==> config.mk <==
export PLATFORM = sky130hd
export DESIGN_NAME = tc_result_drain
export DESIGN_NICKNAME = d
export VERILOG_FILES = /design/src/rtl/tc_result_drain.sv
export SDC_FILE = /design/constraint.sdc
export NUM_CORES = 2
export LEC_CHECK = 0
export BUFFER_PORTS_ARGS = -buffer_cell sky130_fd_sc_hd__buf_4
export CELL_PAD_IN_SITES_DETAIL_PLACEMENT = 0
export CELL_PAD_IN_SITES_GLOBAL_PLACEMENT = 1
export CORE_MARGIN = 5
export CORE_UTILIZATION = 40
export DETAILED_ROUTE_END_ITERATION = 8
export PLACE_DENSITY = 0.84
export SLEW_MARGIN = 5
export SYNTH_ARGS = -nofsm -noshare
export SYNTH_HDL_FRONTEND = slang
export SYNTH_SLANG_ARGS = --single-unit
==> constraint.sdc <==
create_clock -name clk -period 3.2 [get_ports clk]
set_clock_uncertainty 0.15 [all_clocks]
set_input_delay 0.16 -clock clk [delete_from_list [all_inputs] [get_ports clk]]
set_output_delay 0.16 -clock clk [all_outputs]
set_load 0.005 [all_outputs]
==> src/rtl/tc_result_drain.sv <==
// Tensor-core result collector: accumulates K-step partial-sum tiles, then drains rows over valid/ready.
// Optional TC_DRAIN_SAT_EN: saturating element adds with a sticky per-tile overflow flag.

module tc_drain_elem #(
  parameter int DW = 32
) (
  input  logic [DW-1:0] acc,
  input  logic [DW-1:0] elem,
  input  logic          first,
`ifdef TC_DRAIN_SAT_EN
  output logic          sat,
`endif
  output logic [DW-1:0] nxt
);
  logic [DW-1:0] sum;

  always_comb begin
    sum = acc + elem;
    nxt = sum;
`ifdef TC_DRAIN_SAT_EN
    sat = 1'b0;
`endif
    if (first) begin
      nxt = elem;
    end
`ifdef TC_DRAIN_SAT_EN
    // Like-signed operands producing an opposite-signed sum means the add overflowed.
    else if ((acc[DW-1] == elem[DW-1]) && (sum[DW-1] != acc[DW-1])) begin
      sat = 1'b1;
      nxt = acc[DW-1] ? {1'b1, {(DW-1){1'b0}}} : {1'b0, {(DW-1){1'b1}}};
    end
`endif
  end
endmodule

module tc_result_drain #(
  parameter int TILE_M = 4,
  parameter int TILE_N = 4,
  parameter int DW_OUT = 32,
  parameter int ROW_W  = 2
) (
  input  logic                            clk,
  input  logic                            rst,
  input  logic                            in_valid,
  output logic                            in_ready,
  input  logic                            in_last,
  input  logic [TILE_M*TILE_N*DW_OUT-1:0] in_data,
  output logic                            out_valid,
  input  logic                            out_ready,
  output logic [TILE_N*DW_OUT-1:0]        out_data,
  output logic [ROW_W-1:0]                out_row,
  output logic                            out_last,
  output logic                            out_ovf
);
  typedef enum logic {ACC, DRAIN} state_t;

  state_t                                     state_q, state_d;
  logic                                       first_q, first_d;
  logic [ROW_W-1:0]                           row_q, row_d;
  logic [TILE_M-1:0][TILE_N-1:0][DW_OUT-1:0]  acc_q, acc_d, nxt_w;
  logic                                       accept;
  logic                                       last_row;
`ifdef TC_DRAIN_SAT_EN
  logic                                       ovf_q, ovf_d;
  logic [TILE_M-1:0][TILE_N-1:0]              sat_w;
`endif

  for (genvar m = 0; m < TILE_M; m++) begin : g_m
    for (genvar n = 0; n < TILE_N; n++) begin : g_n
      tc_drain_elem #(.DW(DW_OUT)) u_elem (
        .acc   (acc_q[m][n]),
        .elem  (in_data[(m*TILE_N+n)*DW_OUT +: DW_OUT]),
        .first (first_q),
`ifdef TC_DRAIN_SAT_EN
        .sat   (sat_w[m][n]),
`endif
        .nxt   (nxt_w[m][n])
      );
    end
  end

  assign accept   = (state_q == ACC) && in_valid;
  assign last_row = (row_q == ROW_W'(TILE_M-1));

  always_comb begin
    state_d = state_q;
    first_d = first_q;
    row_d   = row_q;
    acc_d   = acc_q;
`ifdef TC_DRAIN_SAT_EN
    ovf_d   = ovf_q;
`endif
    if (accept) begin
      acc_d   = nxt_w;
      first_d = 1'b0;
`ifdef TC_DRAIN_SAT_EN
      ovf_d   = (first_q ? 1'b0 : ovf_q) | (|sat_w);
`endif
      if (in_last) begin
        state_d = DRAIN;
        row_d   = '0;
      end
    end else if ((state_q == DRAIN) && out_ready) begin
      if (last_row) begin
        state_d = ACC;
        first_d = 1'b1;
        row_d   = '0;
      end else begin
        row_d = row_q + ROW_W'(1);
      end
    end
  end

  always_ff @(posedge clk) begin
    if (rst) begin
      state_q <= ACC;
      first_q <= 1'b1;
      row_q   <= '0;
      acc_q   <= '0;
`ifdef TC_DRAIN_SAT_EN
      ovf_q   <= 1'b0;
`endif
    end else begin
      state_q <= state_d;
      first_q <= first_d;
      row_q   <= row_d;
      acc_q   <= acc_d;
`ifdef TC_DRAIN_SAT_EN
      ovf_q   <= ovf_d;
`endif
    end
  end

  assign in_ready  = (state_q == ACC);
  assign out_valid = (state_q == DRAIN);
  assign out_data  = acc_q[row_q];
  assign out_row   = row_q;
  assign out_last  = (state_q == DRAIN) && last_row;
`ifdef TC_DRAIN_SAT_EN
  assign out_ovf   = ovf_q;
`else
  assign out_ovf   = 1'b0;
`endif
endmodule
# Word level (Yosys, flattened, before mapping)
# Cells that the tools add are included.
[word_totals]
regBits = 516
word_cells = 77
[op_classes]
add_sub_neg = 17
magnitude_cmp = 1
n_eq_ne = 2
muxes = 29
bitwise = 1
n_reduce_logical = 8
[op_table]
columns = ["op", "count"]
rows = [
  ["$add 32x32->32", 16],
  ["$mux 32", 16],
  ["$bmux 128 s2", 1],
  ["$mux 128", 1],
  ["$mux 2", 4],
  ["$mux 1", 7],
  ["$reduce_and 2->1", 2],
  ["$reduce_bool 2->1", 2],
  ["$logic_and 1x1->1", 3],
  ["$lt 2x3->1 const B", 1],
  ["$reduce_and 3->1", 1],
  ["$add 2x1->2 const B", 1],
  ["$eq 2x2->1 const B", 1],
  ["$ne 2x2->1 const B", 1],
  ["$not 1->1", 1],
]

# Longest topological paths before layout
[depth]
depth_word = 4
depth_mapped = 13

# Modules after synthesis
# From an unflattened synthesis, not the netlist that was laid out.
[hier_totals]
hier_cells = 7359
area_unflattened_um2 = 55839.8
[modules_own_cells]
columns = ["mod", "n_inst", "cells_each", "area_each_um2", "seq_area_each_um2"]
rows = [
  ["tc_result_drain", 1, 2402, 21224.1, 10329.9],
  ["tc_drain_elem (g_m[0].g_n[0].u_elem ...)", 7, 301, 2135.8, 0.0],
  ["tc_drain_elem (g_m[1].g_n[3].u_elem ...)", 6, 317, 2202.1, 0.0],
  ["tc_drain_elem (g_m[3].g_n[0].u_elem ...)", 3, 316, 2150.8, 0.0],
]

# Worst setup path after synthesis
# Ideal clock, no wire load.
[synth_timing]
path_type = "flip-flop to flip-flop"
start = "reg acc_q[160] in the netlist's numbering"
end = "reg acc_q[186] in the netlist's numbering"
setup_ns = 0.115
arrival_time_ns = 3.266
slack_ns = -0.330
stages_incl_launch_ff = 14
n_path_buf = 0
cell_sequence = "dfxtp_1 -> ha_1 -> fa_1 -> a21o_1 -> a21oi_1 -> o21bai_1 -> a2111oi_0 -> o21a_1 -> o22ai_1 -> o41ai_1 -> o21ai_0 -> a21oi_1 -> xor2_1 -> a2111oi_0"
[synth_via]
elab_chain_len = 2
[synth_lines]
columns = ["element", "line_no", "rtl"]
rows = [
  ["start, declared", "60", "logic [TILE_M-1:0][TILE_N-1:0][DW_OUT-1:0] acc_q, acc_d, nxt_w;"],
  ["start signal, assigned", "119", "acc_q <= '0;"],
  ["start signal, assigned", "127", "acc_q <= acc_d;"],
  ["$add 32x32->32", "18", "sum = acc + elem;"],
  ["$mux 32", "23", "if (first) begin"],
]
# No other way between the ends.
# A chain may end at the register's enable or synchronous reset.

# Worst setup path after layout
[layout_timing]
start = "reg acc_q[288] in the netlist's numbering"
end = "reg acc_q[314] in the netlist's numbering"
# Same word-level chain as after synthesis.

==> flow_metrics.py <==
metrics = {
    "synth": {
        "synthMuxAreaShare_pct": 7.62,
        "synthCells": 6065,
        "ys_seq_area_share_pct": 21.6,
        "async_flop_share_pct": 0,
        "synth_top_family_by_area": "compound AO/OA/AOI/OAI gates",
        "synth_area_um2": 47800,
        "synth-xor-area-share_pct": 7.38,
        "synth_edf_count": 0,
        "ys_types": 90,
        "yosysTopAreaCellShare_pct": 21.6,
        "synth_top_area_cell": "dfxtp_1",
        "synth_compound_area_share_pct": 30.7,
        "synthSimpleGateAreaFrac_pct": 15.5,
        "ys.flop_type": "dfxtp_1",
        "syn-mean-instance-area_um2": 7.89,
        "synth_adder_area_share_pct": 13.7,
        "synthTopCellsByArea": "dfxtp_1 22%, ha_1 13%, o21ai_0 6.3%",
        "ys_ff_latch": 516,
        "syn-num-nets": 7095,
        "yosysWarnings": 0,
    },
    "sta": {
        "period_share_pct": 115,
        "rsz0062_at_grt": "yes",
        "setup_violations": 52,
        "slew_headroom_pct": 29.8,
        "max_freq_mhz": 272,
        "worst_slack_ns": -0.477,
        "max_slew.worst_pin.slew_ns": 1.05,
        "fin_crit_ns": 3.68,
        "slew_violations": 0,
        "timing.final.hold_violations": 0,
    },
    "global_routing": {
        "grt_overflow": 0,
        "grt_max_degree": 151,
        "grt_pass1_wl_um": 315000,
        "antenna_found_initial": 51,
        "track_usage_pct": 31.3,
        "grt_pass1_vias": 55900,
    },
    "placement": {
        "dp_hpwl_um": 153000,
        "gp_congestion": 0.963,
        "portBuffers": 649,
        "placed_area_um2": 59800,
        "pre_cts_ws_ns": -0.811,
        "dp.cells": 8758,
    },
    "die": {
        "chipWidth_um": 356,
        "ios": 651,
        "initial_core_util_pct": 40.4,
        "core-area_um2": 118000,
        "die_y_um": 356,
        "dieArea_um2": 127000,
        "rows": 126,
    },
    "critical_path": {
        "worstSetupEndpointType": "register",
        "arrival_ns": 4.06,
        "cp_slowest_cell": "o41a_1",
        "start_kind": "register",
        "cp_cell_sequence": "ha_4, fa_2, a21o_1, a221o_1, a41oi_2, o221ai_2, a21oi_2, a21oi_2, o41a_1, a21oi_2, xor2_1, a2111oi_2",
        "cp_max_fo": 4,
        "crit_path_frequent_cell": "a21oi_2",
        "worstPathRequired_ns": 3.58,
        "rrSetupSlack_ns": -0.48,
        "critPathKind": "reg -> reg",
        "critPathMaxStageDelay_ns": 0.50,
        "reg2reg_depth": 12,
        "cp_num_cells": 12,
        "crit_family": "compound AO/OA/AOI/OAI gates",
        "path_buf_inv": 0,
    },
    "drt": {
        "first_iter_violations": 3982,
        "first_pass_iters": 6,
        "wl_per_cell_um": 22.1,
        "postRouteAntennaNets": 0,
        "drcViolationCount": 0,
        "via_count": 56200,
        "drt_wl_total_um": 211000,
        "viasPerCell": 5.87,
    },
    "run": {
        "maxCapViolCount": 0,
    },
    "power": {
        "p_leak_nw": 32.1,
        "power.density_nw_per_um2": 411,
        "p_total_mw": 29.5,
        "ir_worst_vdd_uv": 390,
    },
    "cells_and_area": {
        "final_cell_mix": "1471 x buf_4, 616 x nand2_1, 542 x nor2_1",
        "nNetsFinal": 8899,
        "area_growth_pct": 50.0,
        "post-route-util_pct": 60.6,
        "final_common_cell": "buf_4",
        "fillCellCount": 10100,
        "drive_above_1_share_pct": 28.7,
        "fin_area_um2": 71800,
        "layoutNonFillerInstCount": 9571,
    },
    "clock_network": {
        "cts_buffers": 71,
        "insertion_delay_ns": 0.65,
        "cts_tree": "built",
        "root_buffer": "clkbuf_16",
        "cts.sinks": 516,
        "htreeDepth": 3,
        "path_clk_slew_ns": 0.06,
        "cts_buffer_depth": 3,
    },
    "hold_path": {
        "min-delay-path-class": "in -> reg",
        "hold_depth": 7,
    },
    "status": {
        "violations": "negative setup slack",
        "status": "complete, but fails checks",
    },
}
==> where the power goes <==
| group | internal [mW] | switching [mW] | total [mW] |
|---|---|---|---|
| clock | 4.93 | 3.42 | 8.35 |
| combinational | 6.55 | 6.97 | 13.5 |
| sequential | 7.08 | 0.573 | 7.65 |
| total | 18.6 | 11.0 | 29.5 |
==> cell families (layout without fill, tap and decap cells) <==
logic type	after synthesis	after routing
AOI/OAI and AO/OA	2304	2304
xor gates and xnor gates	403	403
adders and majority gates	513	513
buffers and inverters	449	2308
DFF	516	516
muxes	203	203
other	1	48
and+or+nand+nor	1676	1676
==> synth_stat cells (14+ instances only) <==
library cell and instances:
fa_1 16, and3_1 36, and2_1 22, clkbuf_1 291, inv_1 107, nor2_1 554, o211ai_1 137, nor3b_1 14
buf_1 40, mux4_2 128, nand4_1 56, o21bai_1 74, mux2i_1 67, o21ai_0 604, o31ai_1 22, or3_1 35
xnor2_1 267, nor3_1 82, o21a_1 50, a2111oi_0 20, xor2_1 136, a41oi_1 22, nand2_1 624, a21o_1 252
nor2b_1 52, nand2b_1 48, a31oi_1 64, a311oi_1 97, a22oi_1 73, a211oi_1 108, or2_2 14, ha_1 497
a21oi_1 603, nand3_1 96, dfxtp_1 516
==> per-layer routing <==
layer / vias up / global-route usage (%) / routed length (µm)
li1: 26400 / - / -
met1: 27000 / 36.8 / 82500
met2: 2210 / 55.3 / 102000
met3: 619 / 4.83 / 14900
met4: 24 / 15.5 / 12000
met5: - / 0 / 150
==> flip-flops by register name, summed over array words and instances, names as in the netlist <==
register / cells
acc_q: 512
out_valid: 1
first_q: 1
out_row: 2
==> worst paths after layout <==
check,startpoint,endpoint
setup / recovery,acc_q[288],acc_q[314]
hold / removal,in_data[66],acc_q[66]
setup reg to reg,acc_q[288],acc_q[314]
hold reg to reg,acc_q[305],acc_q[305]
==> layout make-up <==
class	count	area [µm²]	area share [%]
Clock inverter	22	228	0.317
Sequential cell	516	10400	14.5
Clock buffer	106	2130	2.97
Antenna cell	47	118	0.164
Inverter	109	419	0.584
Timing Repair Buffer	2071	17300	24.2
Tap cell	1600	2000	2.79
Multi-Input combinational cell	5100	39100	54.5
==> metrics by stage <==
step	hold WS [ns]	setup TNS (ns)
global route	0.0898	-15.92
detailed placement	0.250	-51.16
floorplan	0.141	-0.225
global placement	0.244	-44.00
CTS	0.00294	-8.92
finish	0.0834	-8.03
==> worst reg2reg max path, cell delays in order (launching register included) <==
cell and delay (ns):
dfxtp_2 0.33, ha_4 0.16, fa_2 0.36, a21o_1 0.21
a221o_1 0.41, a41oi_2 0.23, o221ai_2 0.15, a21oi_2 0.23
a21oi_2 0.13, o41a_1 0.50, a21oi_2 0.20, xor2_1 0.11
a2111oi_2 0.38
==> repair_timing <==
action	4_1_cts	5_1_grt
endpoints found under the setup margin	187	165
pin swaps	249	307
hold buffers	533	0
gates resized for setup	418	331
setup buffers	62	71
gates cloned	0	0
endpoints found under the hold margin	516	0
No activity file was read; power rests on OpenSTA's default activity.
